$ cat config.mk
export PLATFORM = sky130hd
export DESIGN_NAME = load_store_unit
export DESIGN_NICKNAME = d
export VERILOG_FILES = /design/src/rtl/load_store_unit.sv
export SDC_FILE = /design/constraint.sdc
export NUM_CORES = 1
export LEC_CHECK = 0
export ABC_CLOCK_PERIOD_IN_PS = 2510
export BUFFER_PORTS_ARGS = -buffer_cell sky130_fd_sc_hd__buf_2
export CORE_ASPECT_RATIO = 0.75
export CORE_MARGIN = 1.5
export CORE_UTILIZATION = 55
export CTS_BUF_LIST = sky130_fd_sc_hd__clkbuf_8
export DETAILED_ROUTE_END_ITERATION = 12
export GPL_TIMING_DRIVEN = 1
export PLACE_DENSITY = 0.9
export SKIP_LAST_GASP = 1
export SYNTH_ARGS = -nofsm -noshare
export SYNTH_HDL_FRONTEND = slang
export SYNTH_SLANG_ARGS = --single-unit
$ cat constraint.sdc
create_clock -name clk -period 2.51 [get_ports clk]
set_input_delay 0.251 -clock clk [delete_from_list [all_inputs] [get_ports clk]]
set_output_delay 0.251 -clock clk [all_outputs]
set_load 0.05 [all_outputs]
$ cat src/rtl/load_store_unit.sv
// load_store_unit
//   Memory-stage access controller placed directly in front of DataMemory.
//   Takes one load/store request at a time over a valid/ready handshake, checks
//   alignment, extracts and sign/zero-extends load data from the addressed byte
//   lanes, and does a read-modify-write for stores narrower than a doubleword.
//
// Ports
//   clk, reset              single clock; synchronous active-high reset
//   req_valid/req_ready     request handshake (ready only while idle)
//   req_write               1 = store, 0 = load
//   req_size                00 byte, 01 half, 10 word, 11 dword
//   req_signed              load extension select (ignored for dword)
//   req_addr, req_wdata     byte address and right-justified store data
//   resp_valid/resp_ready   response handshake; response held until accepted
//   resp_rdata, resp_error  extended load data (0 for stores/errors), misalignment flag
//   memRead, memWrite       DataMemory strobes, never both high
//   address, writeData      DataMemory address (dword aligned) and write data
//   readData                DataMemory read data, valid in the second read cycle

module load_store_unit #(
    parameter int unsigned ADDR_W = 48,
    parameter int unsigned DATA_W = 64
) (
    input  logic              clk,
    input  logic              reset,
    input  logic              req_valid,
    output logic              req_ready,
    input  logic              req_write,
    input  logic [1:0]        req_size,
    input  logic              req_signed,
    input  logic [ADDR_W-1:0] req_addr,
    input  logic [DATA_W-1:0] req_wdata,
    output logic              resp_valid,
    input  logic              resp_ready,
    output logic [DATA_W-1:0] resp_rdata,
    output logic              resp_error,
    output logic              memRead,
    output logic              memWrite,
    output logic [ADDR_W-1:0] address,
    output logic [DATA_W-1:0] writeData,
    input  logic [DATA_W-1:0] readData
);

    typedef enum logic [2:0] {
        StIdle,
        StRdIssue,
        StRdWait,
        StWr,
        StResp
    } state_t;

    state_t            state;
    logic              isWrite;
    logic              isSigned;
    logic [1:0]        reqSize;
    logic [2:0]        laneSel;
    logic [DATA_W-1:0] storeData;

    logic              reqMisaligned;
    logic [DATA_W-1:0] sizeMask;
    logic [DATA_W-1:0] laneMask;
    logic [DATA_W-1:0] shifted;
    logic [DATA_W-1:0] extData;
    logic [DATA_W-1:0] mergedData;

    // Alignment of the incoming request: addr mod 2^size must be zero.
    always_comb begin
        case (req_size)
            2'd0:    reqMisaligned = 1'b0;
            2'd1:    reqMisaligned = req_addr[0];
            2'd2:    reqMisaligned = |req_addr[1:0];
            default: reqMisaligned = |req_addr[2:0];
        endcase
    end

    // Byte-lane handling for the latched request, little-endian.
    always_comb begin
        case (reqSize)
            2'd0:    sizeMask = {{(DATA_W-8){1'b0}}, 8'hFF};
            2'd1:    sizeMask = {{(DATA_W-16){1'b0}}, 16'hFFFF};
            2'd2:    sizeMask = {{(DATA_W-32){1'b0}}, 32'hFFFF_FFFF};
            default: sizeMask = '1;
        endcase
        laneMask   = sizeMask << {laneSel, 3'b000};
        shifted    = readData >> {laneSel, 3'b000};
        mergedData = (readData & ~laneMask) | ((storeData << {laneSel, 3'b000}) & laneMask);
        case (reqSize)
            2'd0:    extData = {{(DATA_W-8){isSigned & shifted[7]}}, shifted[7:0]};
            2'd1:    extData = {{(DATA_W-16){isSigned & shifted[15]}}, shifted[15:0]};
            2'd2:    extData = {{(DATA_W-32){isSigned & shifted[31]}}, shifted[31:0]};
            default: extData = shifted;
        endcase
    end

    assign req_ready = (state == StIdle);

    // Strobes are gated by reset so an abandoned access never reaches memory.
    assign memRead  = !reset && ((state == StRdIssue) || (state == StRdWait));
    assign memWrite = !reset && (state == StWr);

    always_ff @(posedge clk) begin
        if (reset) begin
            state      <= StIdle;
            isWrite    <= 1'b0;
            isSigned   <= 1'b0;
            reqSize    <= 2'd0;
            laneSel    <= 3'd0;
            storeData  <= '0;
            resp_valid <= 1'b0;
            resp_rdata <= '0;
            resp_error <= 1'b0;
            address    <= '0;
            writeData  <= '0;
        end else begin
            case (state)
                StIdle: begin
                    if (req_valid) begin
                        isWrite   <= req_write;
                        isSigned  <= req_signed;
                        reqSize   <= req_size;
                        laneSel   <= req_addr[2:0];
                        storeData <= req_wdata;
                        address   <= {req_addr[ADDR_W-1:3], 3'b000};
                        if (reqMisaligned) begin
                            resp_valid <= 1'b1;
                            resp_error <= 1'b1;
                            resp_rdata <= '0;
                            state      <= StResp;
                        end else if (req_write && (req_size == 2'd3)) begin
                            // Full dword store needs no read; write data goes straight out.
                            writeData <= req_wdata;
                            state     <= StWr;
                        end else begin
                            state <= StRdIssue;
                        end
                    end
                end
                StRdIssue: state <= StRdWait;
                StRdWait: begin
                    if (isWrite) begin
                        writeData <= mergedData;
                        state     <= StWr;
                    end else begin
                        resp_valid <= 1'b1;
                        resp_error <= 1'b0;
                        resp_rdata <= extData;
                        state      <= StResp;
                    end
                end
                StWr: begin
                    resp_valid <= 1'b1;
                    resp_error <= 1'b0;
                    resp_rdata <= '0;
                    state      <= StResp;
                end
                StResp: begin
                    if (resp_ready) begin
                        resp_valid <= 1'b0;
                        state      <= StIdle;
                    end
                end
                default: state <= StIdle;
            endcase
        end
    end

endmodule

==> run summary, run 1 <==
Yosys
* post-synthesis async set-or-reset flop share: 0
* synth cell count leaders: nand2_1, dfxtp_1, a21oi_1, nor2_1, mux2i_1
* proportion of netlist area held by the largest area contributor: 0.370
* cell type with the highest aggregate area in the netlist: dfxtp_1
* count of flip-flops with a built-in enable after synthesis: 0
* Yosys warning total: 0
* most frequently used cell type in the post-synthesis netlist: nand2_1
* mapped cell area: 13500 um2
* leading post-synthesis cells by cell area: dfxtp_1, nand2_1, a21oi_1
* sequential element share of the synthesized area: 0.370
* most common flop cell mapped by yosys: dfxtp_1
* number of different library cells in the post-synthesis netlist: 78
* Syn Inst Count: 1617
* syn avg cell area: 8.33 um2
* count of state elements after synthesis: 249

Floorplan
* Die Ht: 139 um
* die area: 25500 um2
* area of the core region: 24000 um2
* die span in x: 184 um
* I/O pin total: 365
* starting utilization of the core area: 0.561
* Site Rows: 49

Finish
* proportion of layout cells with a drive suffix above 1: 0.284
* final-stage net count: 2232
* relative area change from synthesis to final layout: 30.7%
* share of the core filled with cells: 0.733
* Layout fillers: 1800

STA
* Final WS setup: 76.3 ps
* final critical-path required period: 2430 ps
* pin slew with the least headroom to its limit: 793 ps
* final cycle utilization of the critical path: 0.970
* Slew Limit Headroom: 0.469
* max-slew violations: 0
* final hold violations: 0
* maximum frequency from static timing analysis: 0.411 GHz
* setup repair after global routing missed its margin: false
* worst clock skew: 40.1 ps
* final number of setup-violating endpoints: 0

Critical path
* slowest library cell on the worst path: mux2i_1
* crit-path max FO: 41
* data required time of the worst path: 2920 ps
* critical setup path kind: flop to flop
* arrival time reported for the critical path endpoint: 2840 ps
* Cell Chain, Critical Path: buf_12 -> mux2i_1 -> o2bb2ai_1 -> mux2_1 -> nand2_1 -> a311oi_1
* delay of the slowest cell on the worst path: 610 ps
* FF-to-FF setup slack: 80 ps
* Crit path buffers/inverters: 1
* category of cells accounting for the largest share of critical-path delay: multiplexers
* type of origin of the critical path: flop
* Setup crit end kind: flop

Global route
* number of global-route vias before repair: 14800
* antenna violations before repair: 5
* wire length of the first global-routing pass: 88200 um
* remaining global-route overflow: 0
* pin count of the biggest net entering global routing: 118
* global-route total usage across every layer: 0.456

Detailed routing
* routed length per placed instance: 25.1 um
* Avg Vias per Cell: 6.46
* Residual DRC: 0
* total number of vias: 15600
* Routed Wire Length: 60400 um
* number of iterations in the first detailed-routing pass: 9
* remaining antenna violation count after routing: 0
* detailed router's first-iteration violation count: 2053

Pwr
* P per Cell Area: 611 nW/um2
* Leakage: 0.00747 uW
* VDD IR max: 0.528 mV

Worst hold path
* worst min-delay path class: primary input to flop

Clock tree
* Max H-tree Level: 2
* clock input transition at the sequential cells of the worst setup and hold paths: 60 ps
* CTS Root Buffer Type: clkbuf_8
* cts bufs inserted: 40
* Clk Latency, worst-skew pair: 580 ps
* TritonCTS clock tree: built
* Max Buffers Root-to-Sink: 3
* Sink Count: 249

Place
* Final Wtd Congestion: 1.02
* number of I/O port buffers: 361
* detailed placer's ending HPWL: 40800 um
* pre-CTS worst setup slack: -178 ps

Job
* Max Cap Viol: 0

Run status
* run status: finished, final reports clean

[power breakdown]
| group | total (uW) | internal, uW | switching, uW |
|---|---|---|---|
| clock network | 3900 | 2160 | 1750 |
| registers | 4320 | 4120 | 205 |
| logic | 2540 | 935 | 1610 |
[worst paths after layout]
check | depth (start not counted) | endpoint | startpoint
max | 6 | writeData[21]$_SDFFE_PP0P_ | laneSel[1]$_SDFFE_PP0P_
min | 3 | storeData[39]$_SDFFE_PP0P_ | req_wdata[39]
max reg2reg | 6 | writeData[21]$_SDFFE_PP0P_ | laneSel[1]$_SDFFE_PP0P_
min reg2reg | 2 | resp_rdata[33]$_SDFFE_PP0P_ | resp_rdata[33]$_SDFFE_PP0P_
[worst min-delay path: cells and delay by family]
| kind | cells | cell delay [ps] |
|---|---|---|
| buffers and inverters | 1 | 160 |
| AND/OR/NAND/NOR | 1 | 80 |
| AO/OA/AOI/OAI | 1 | 60 |
[sequential cells by signal, summed over array words and instances, names as in the netlist, 2 cells and up]
signal and flops:
state 3, writeData 64, resp_rdata 64, reqSize 2, address 45, laneSel 3, storeData 64
[routing by layer]
metal,GRT usage,vias up,share of wire
met5,0,-,0.00022
met4,0.243,2,0.061
met3,0.155,278,0.15
met2,0.669,1321,0.42
met1,0.592,7319,0.36
li1,-,6654,-
[cells by family after synthesis]
group	count (synthesis)	share of synthesized area
and+or+nand+nor	561	0.175
AOI/OAI and AO/OA	490	0.239
DFF	249	0.370
muxes	158	0.156
buffers and inverters	157	0.0602
xor gates and xnor gates	1	0.000650
other	1	0.000278
[final cells by class]
cell class                 instances  area [um2]  share of cell area
sequential                       249        4990               0.284
clock buffer                      52         716              0.0406
antenna                            4        10.0            0.000568
multi-input combinational       1213        7730               0.439
inverter                           7        26.3             0.00149
tap                              331         414              0.0235
clock inverter                    17         151             0.00860
timing repair buffer             537        3570               0.203
[what timing repair did]
item | in CTS | in global routing
endpoints found under the setup margin | 1 | 18
hold buffers | 116 | 0
buffers inserted | 0 | 0
pin swaps | 0 | 0
endpoints found under the hold margin | 135 | 0
resized for setup | 1 | 2
[cell usage in the layout (no fill, tap or decap), types with 7 or more instances in the layout]
cell type / n
mux4_2: 37
a21oi_1: 184
o2bb2ai_1: 14
dlygate4sd3_1: 116
buf_4: 49
o21ai_1: 38
and2_1: 10
nor2_1: 86
o21ai_0: 48
nand3_1: 9
a31o_2: 9
clkbuf_8: 52
buf_2: 360
o211ai_1: 33
dfxtp_1: 246
nand2_1: 387
a22oi_1: 24
mux2_2: 37
nand2b_1: 30
inv_1: 16
a211o_1: 23
a221o_1: 8
a32o_1: 7
a2bb2oi_1: 9
mux2i_1: 80
buf_12: 12
a31oi_1: 25
a221oi_1: 7
a311oi_1: 16
[through the flow]
stage	cells	cell area [um2]	setup TNS [ps]	hold slack (ps)	total power (uW)
floorplan	1619	13500	0	367	5850
global placement	2221	15600	-98.8	435	6620
detailed placement	2221	15600	-178	435	6660
CTS	2406	17600	0	24.3	10600
global route	2408	17600	0	43.8	11100
finish	2410	17600	0	43.6	10800
Power figures use the tool's default switching activity.
==> inputs of run 2 (changes only) <==
--- a/config.mk
+++ b/config.mk
@@ -5,10 +5,9 @@
 export SDC_FILE = /design/constraint.sdc
 export NUM_CORES = 1
 export LEC_CHECK = 0
-export ABC_CLOCK_PERIOD_IN_PS = 2510
+export ABC_CLOCK_PERIOD_IN_PS = 2500
 export BUFFER_PORTS_ARGS = -buffer_cell sky130_fd_sc_hd__buf_2
 export CORE_ASPECT_RATIO = 0.75
-export CORE_MARGIN = 1.5
 export CORE_UTILIZATION = 55
 export CTS_BUF_LIST = sky130_fd_sc_hd__clkbuf_8
 export DETAILED_ROUTE_END_ITERATION = 12
==> constraint.sdc (replaced) <==
create_clock -name clk -period 2.5 [get_ports clk]
set_input_delay 0.25 -clock clk [delete_from_list [all_inputs] [get_ports clk]]
set_output_delay 0.25 -clock clk [all_outputs]
set_load 0.05 [all_outputs]
==> run 2 against run 1 <==
  * Total power grew 1.0%
  * Fmax grew 0.15%
  * Global-route usage is essentially flat
  * Final area grew 0.54%
  * Wire length shrank 1.7%
  * Die area shrank 1.3%
  * Sequential share of layout area shrank 0.15 points
  * Count of clock-buffer cells in the layout shrank 6
  * Flip-flop and latch count is the same
  * Utilization grew 0.40 points
  * First-iteration DRC count grew 6.1%
  * Largest cell class unchanged
  * Largest power group unchanged
  * Highest routed layer unchanged
==> run summary, run 2 (synthesis gave the netlist of run 1 again) <==
Run status
* run status: finished, final reports clean, unchanged

Detailed routing
* remaining antenna violation count after routing: 0, unchanged
* Avg Vias per Cell: 6.44, was 6.46
* total number of vias: 15600, about the same
* Residual DRC: 0, unchanged
* detailed router's first-iteration violation count: 2178, was 2053
* number of iterations in the first detailed-routing pass: 6, was 9
* Routed Wire Length: 59400 um, was 60400 um
* routed length per placed instance: 24.5 um, was 25.1 um

Critical path
* delay of the slowest cell on the worst path: 680 ps, was 610 ps
* r2r worst-path depth: 6, unchanged
* arrival time reported for the critical path endpoint: 2900 ps, was 2840 ps
* Worst R2R Start: laneSel[0]$_SDFFE_PP0P_, was laneSel[1]$_SDFFE_PP0P_
* Cell Chain, Critical Path: nand2b_1 -> nor2_1 -> nand4_1 -> a41o_1 -> buf_12 -> o21ai_1, was buf_12 -> mux2i_1 -> o2bb2ai_1 -> mux2_1 -> nand2_1 -> a311oi_1
* endpoint of the most critical register-to-register path: resp_rdata[37]$_SDFFE_PP0P_, was writeData[21]$_SDFFE_PP0P_
* critical setup path kind: flop to flop, unchanged
* data required time of the worst path: 2970 ps, was 2920 ps
* type of origin of the critical path: flop, unchanged
* slowest library cell on the worst path: nor2_1, was mux2i_1
* Setup crit end kind: flop, unchanged
* FF-to-FF setup slack: 70 ps, was 80 ps
* crit-path max FO: 26, was 41
* category of cells accounting for the largest share of critical-path delay: simple AND/OR/NAND/NOR gates, was multiplexers
* Crit path buffers/inverters: 1, unchanged

Floorplan
* Die Ht: 138 um, was 139 um
* Site Rows: 49, unchanged
* die span in x: 183 um, was 184 um
* I/O pin total: 365, unchanged
* area of the core region: 24000 um2, unchanged
* starting utilization of the core area: 0.561, unchanged
* die area: 25100 um2, was 25500 um2

Finish
* commonest non-fill, non-tap cell in the layout: nand2_1, unchanged
* final-stage net count: 2247, was 2232
* top library cells by usage in the layout, fill and taps aside: nand2_1, buf_2, dfxtp_1, unchanged
* biggest regs: resp_rdata x64, storeData x64, writeData x64, unchanged
* Cell Count, Final, Fillers Out: 2423, was 2410
* proportion of layout cells with a drive suffix above 1: 0.287, was 0.284
* Layout fillers: 1746, was 1800
* relative area change from synthesis to final layout: 31.4%, was 30.7%

Pwr
* Power Internal: 7290 uW, was 7210 uW
* P per Cell Area: 614 nW/um2, was 611 nW/um2
* part of the power in combinational logic: 0.236, about the same
* Leakage: 0.00753 uW, was 0.00747 uW
* reported net switching power: 3590 uW, was 3560 uW
* switching share of power: 0.330, about the same
* relative contribution of the clock network to total power: 0.364, was 0.362
* VDD IR max: 0.582 mV, was 0.528 mV
* part of the power in registers: 0.399, was 0.402

Clock tree
* Sink Count: 249, unchanged
* cts bufs inserted: 40, unchanged
* CTS Root Buffer Type: clkbuf_8, unchanged
* clock input transition at the sequential cells of the worst setup and hold paths: 80 ps, was 60 ps
* Clk Latency, worst-skew pair: 570 ps, was 580 ps
* number of setup buffers added after CTS: 0, unchanged
* Max Buffers Root-to-Sink: 3, unchanged
* Hold Buf Count CTS: 118, was 116
* Max H-tree Level: 2, unchanged
* post-cts sizing count: 0, was 1
* TritonCTS clock tree: built, unchanged

Worst hold path
* beginning of the worst hold path: req_wdata[41], was req_wdata[39]
* worst min-delay path class: primary input to flop, unchanged
* capture endpoint of the worst hold path: storeData[41]$_SDFFE_PP0P_, was storeData[39]$_SDFFE_PP0P_
* count of cells along the worst hold path: 3, unchanged

Place
* cell total after placement: 2234, was 2221
* detailed placer's ending HPWL: 41500 um, was 40800 um
* Final Wtd Congestion: 1.06, was 1.02
* number of I/O port buffers: 361, unchanged

Global route
* pin count of the biggest net entering global routing: 118, unchanged
* remaining global-route overflow: 0, unchanged
* wire length of the first global-routing pass: 85900 um, was 88200 um
* number of global-route vias before repair: 14600, was 14800
* antenna violations before repair: 5, unchanged
* global-route total usage across every layer: 0.456, about the same

STA
* sum of negative setup slack: 0 ps, unchanged
* setup repair after global routing missed its margin: false, unchanged
* final hold violations: 0, unchanged
* final cycle utilization of the critical path: 0.972, was 0.970
* final number of setup-violating endpoints: 0, unchanged
* maximum frequency from static timing analysis: 0.412 GHz, was 0.411 GHz
* worst clock skew: 24.9 ps, was 40.1 ps
* max-slew violations: 0, unchanged
* final critical-path required period: 2430 ps, about the same
* Slew Limit Headroom: 0.188, was 0.469
* pin slew with the least headroom to its limit: 1220 ps, was 793 ps

Job
* Max Cap Viol: 0, unchanged

-- run 2: cell types whose count changed in the layout (fill, tap and decap cells not counted), sizes merged --
cell,previous run,this run
inv,18,19
bufinv,3,5
clkinv,1,3
buf,421,434
clkbuf,52,46
dlygate4sd3,116,118
diode,4,3
-- run 2: worst max path at each step --
stage / to / cells after the start / from / slack [ps]
2_1_floorplan: memWrite / 3 / state[1]$_SDFFE_PP0P_ / 120
3_3_place_gp: resp_rdata[32]$_SDFFE_PP0P_ / 6 / laneSel[1]$_SDFFE_PP0P_ / 300
3_5_place_dp: resp_rdata[54]$_SDFFE_PP0P_ / 6 / laneSel[0]$_SDFFE_PP0P_ / 210
4_1_cts: resp_rdata[54]$_SDFFE_PP0P_ / 6 / laneSel[0]$_SDFFE_PP0P_ / 180
5_1_grt: resp_rdata[37]$_SDFFE_PP0P_ / 6 / laneSel[1]$_SDFFE_PP0P_ / 30
6_report: resp_rdata[37]$_SDFFE_PP0P_ / 6 / laneSel[0]$_SDFFE_PP0P_ / 70
-- run 2: worst reg2reg max path: stages (launching register included) --
cell and delay, ps:
dfxtp_4 440, nand2b_1 230, nor2_1 680, nand4_1 230, a41o_1 390, buf_12 200, o21ai_1 190
-- run 2: per-stage QoR --
| step | total power, uW | hold WS [ps] | worst slack (ps) | cell area (um2) | utilization |
|---|---|---|---|---|---|
| 2_1_floorplan | 5880 | 366 | 123 | 13500 | - |
| 3_3_place_gp | 6680 | 432 | 305 | 15700 | 0.652 |
| 3_5_place_dp | 6720 | 436 | 205 | 15700 | 0.652 |
| 4_1_cts | 10700 | 1.82 | 176 | 17700 | 0.736 |
| 5_1_grt | 11100 | 22.3 | 25.8 | 17700 | 0.737 |
| 6_report | 10900 | 22.8 | 70.0 | 17700 | 0.737 |
-- run 2: final cells by class --
type	count	area [um2]	area share
inverters	7	26.3	0.00148
multi-input cells	1213	7720	0.436
flip-flops and latches	249	4990	0.282
clock buffers	46	633	0.0358
well taps	331	414	0.0234
repair buffers	552	3690	0.208
diodes	3	7.51	0.000424
clock inverters	22	225	0.0127
-- run 2: power by group through the flow --
stage          registers (uW)  logic (uW)  clock network [uW]
2_1_floorplan            4580        1300                   0
3_3_place_gp             4400        2290                   0
3_5_place_dp             4400        2310                   0
4_1_cts                  4320        2470                3910
5_1_grt                  4350        2680                4100
6_report                 4340        2570                3960
-- run 2: per-layer routing --
layer	vias to the layer above	wire length (um)	GRT usage
met5	-	57	0
met4	8	3270	0.238
met3	277	8690	0.163
met2	1284	25100	0.685
met1	7343	22300	0.577
li1	6691	-	-
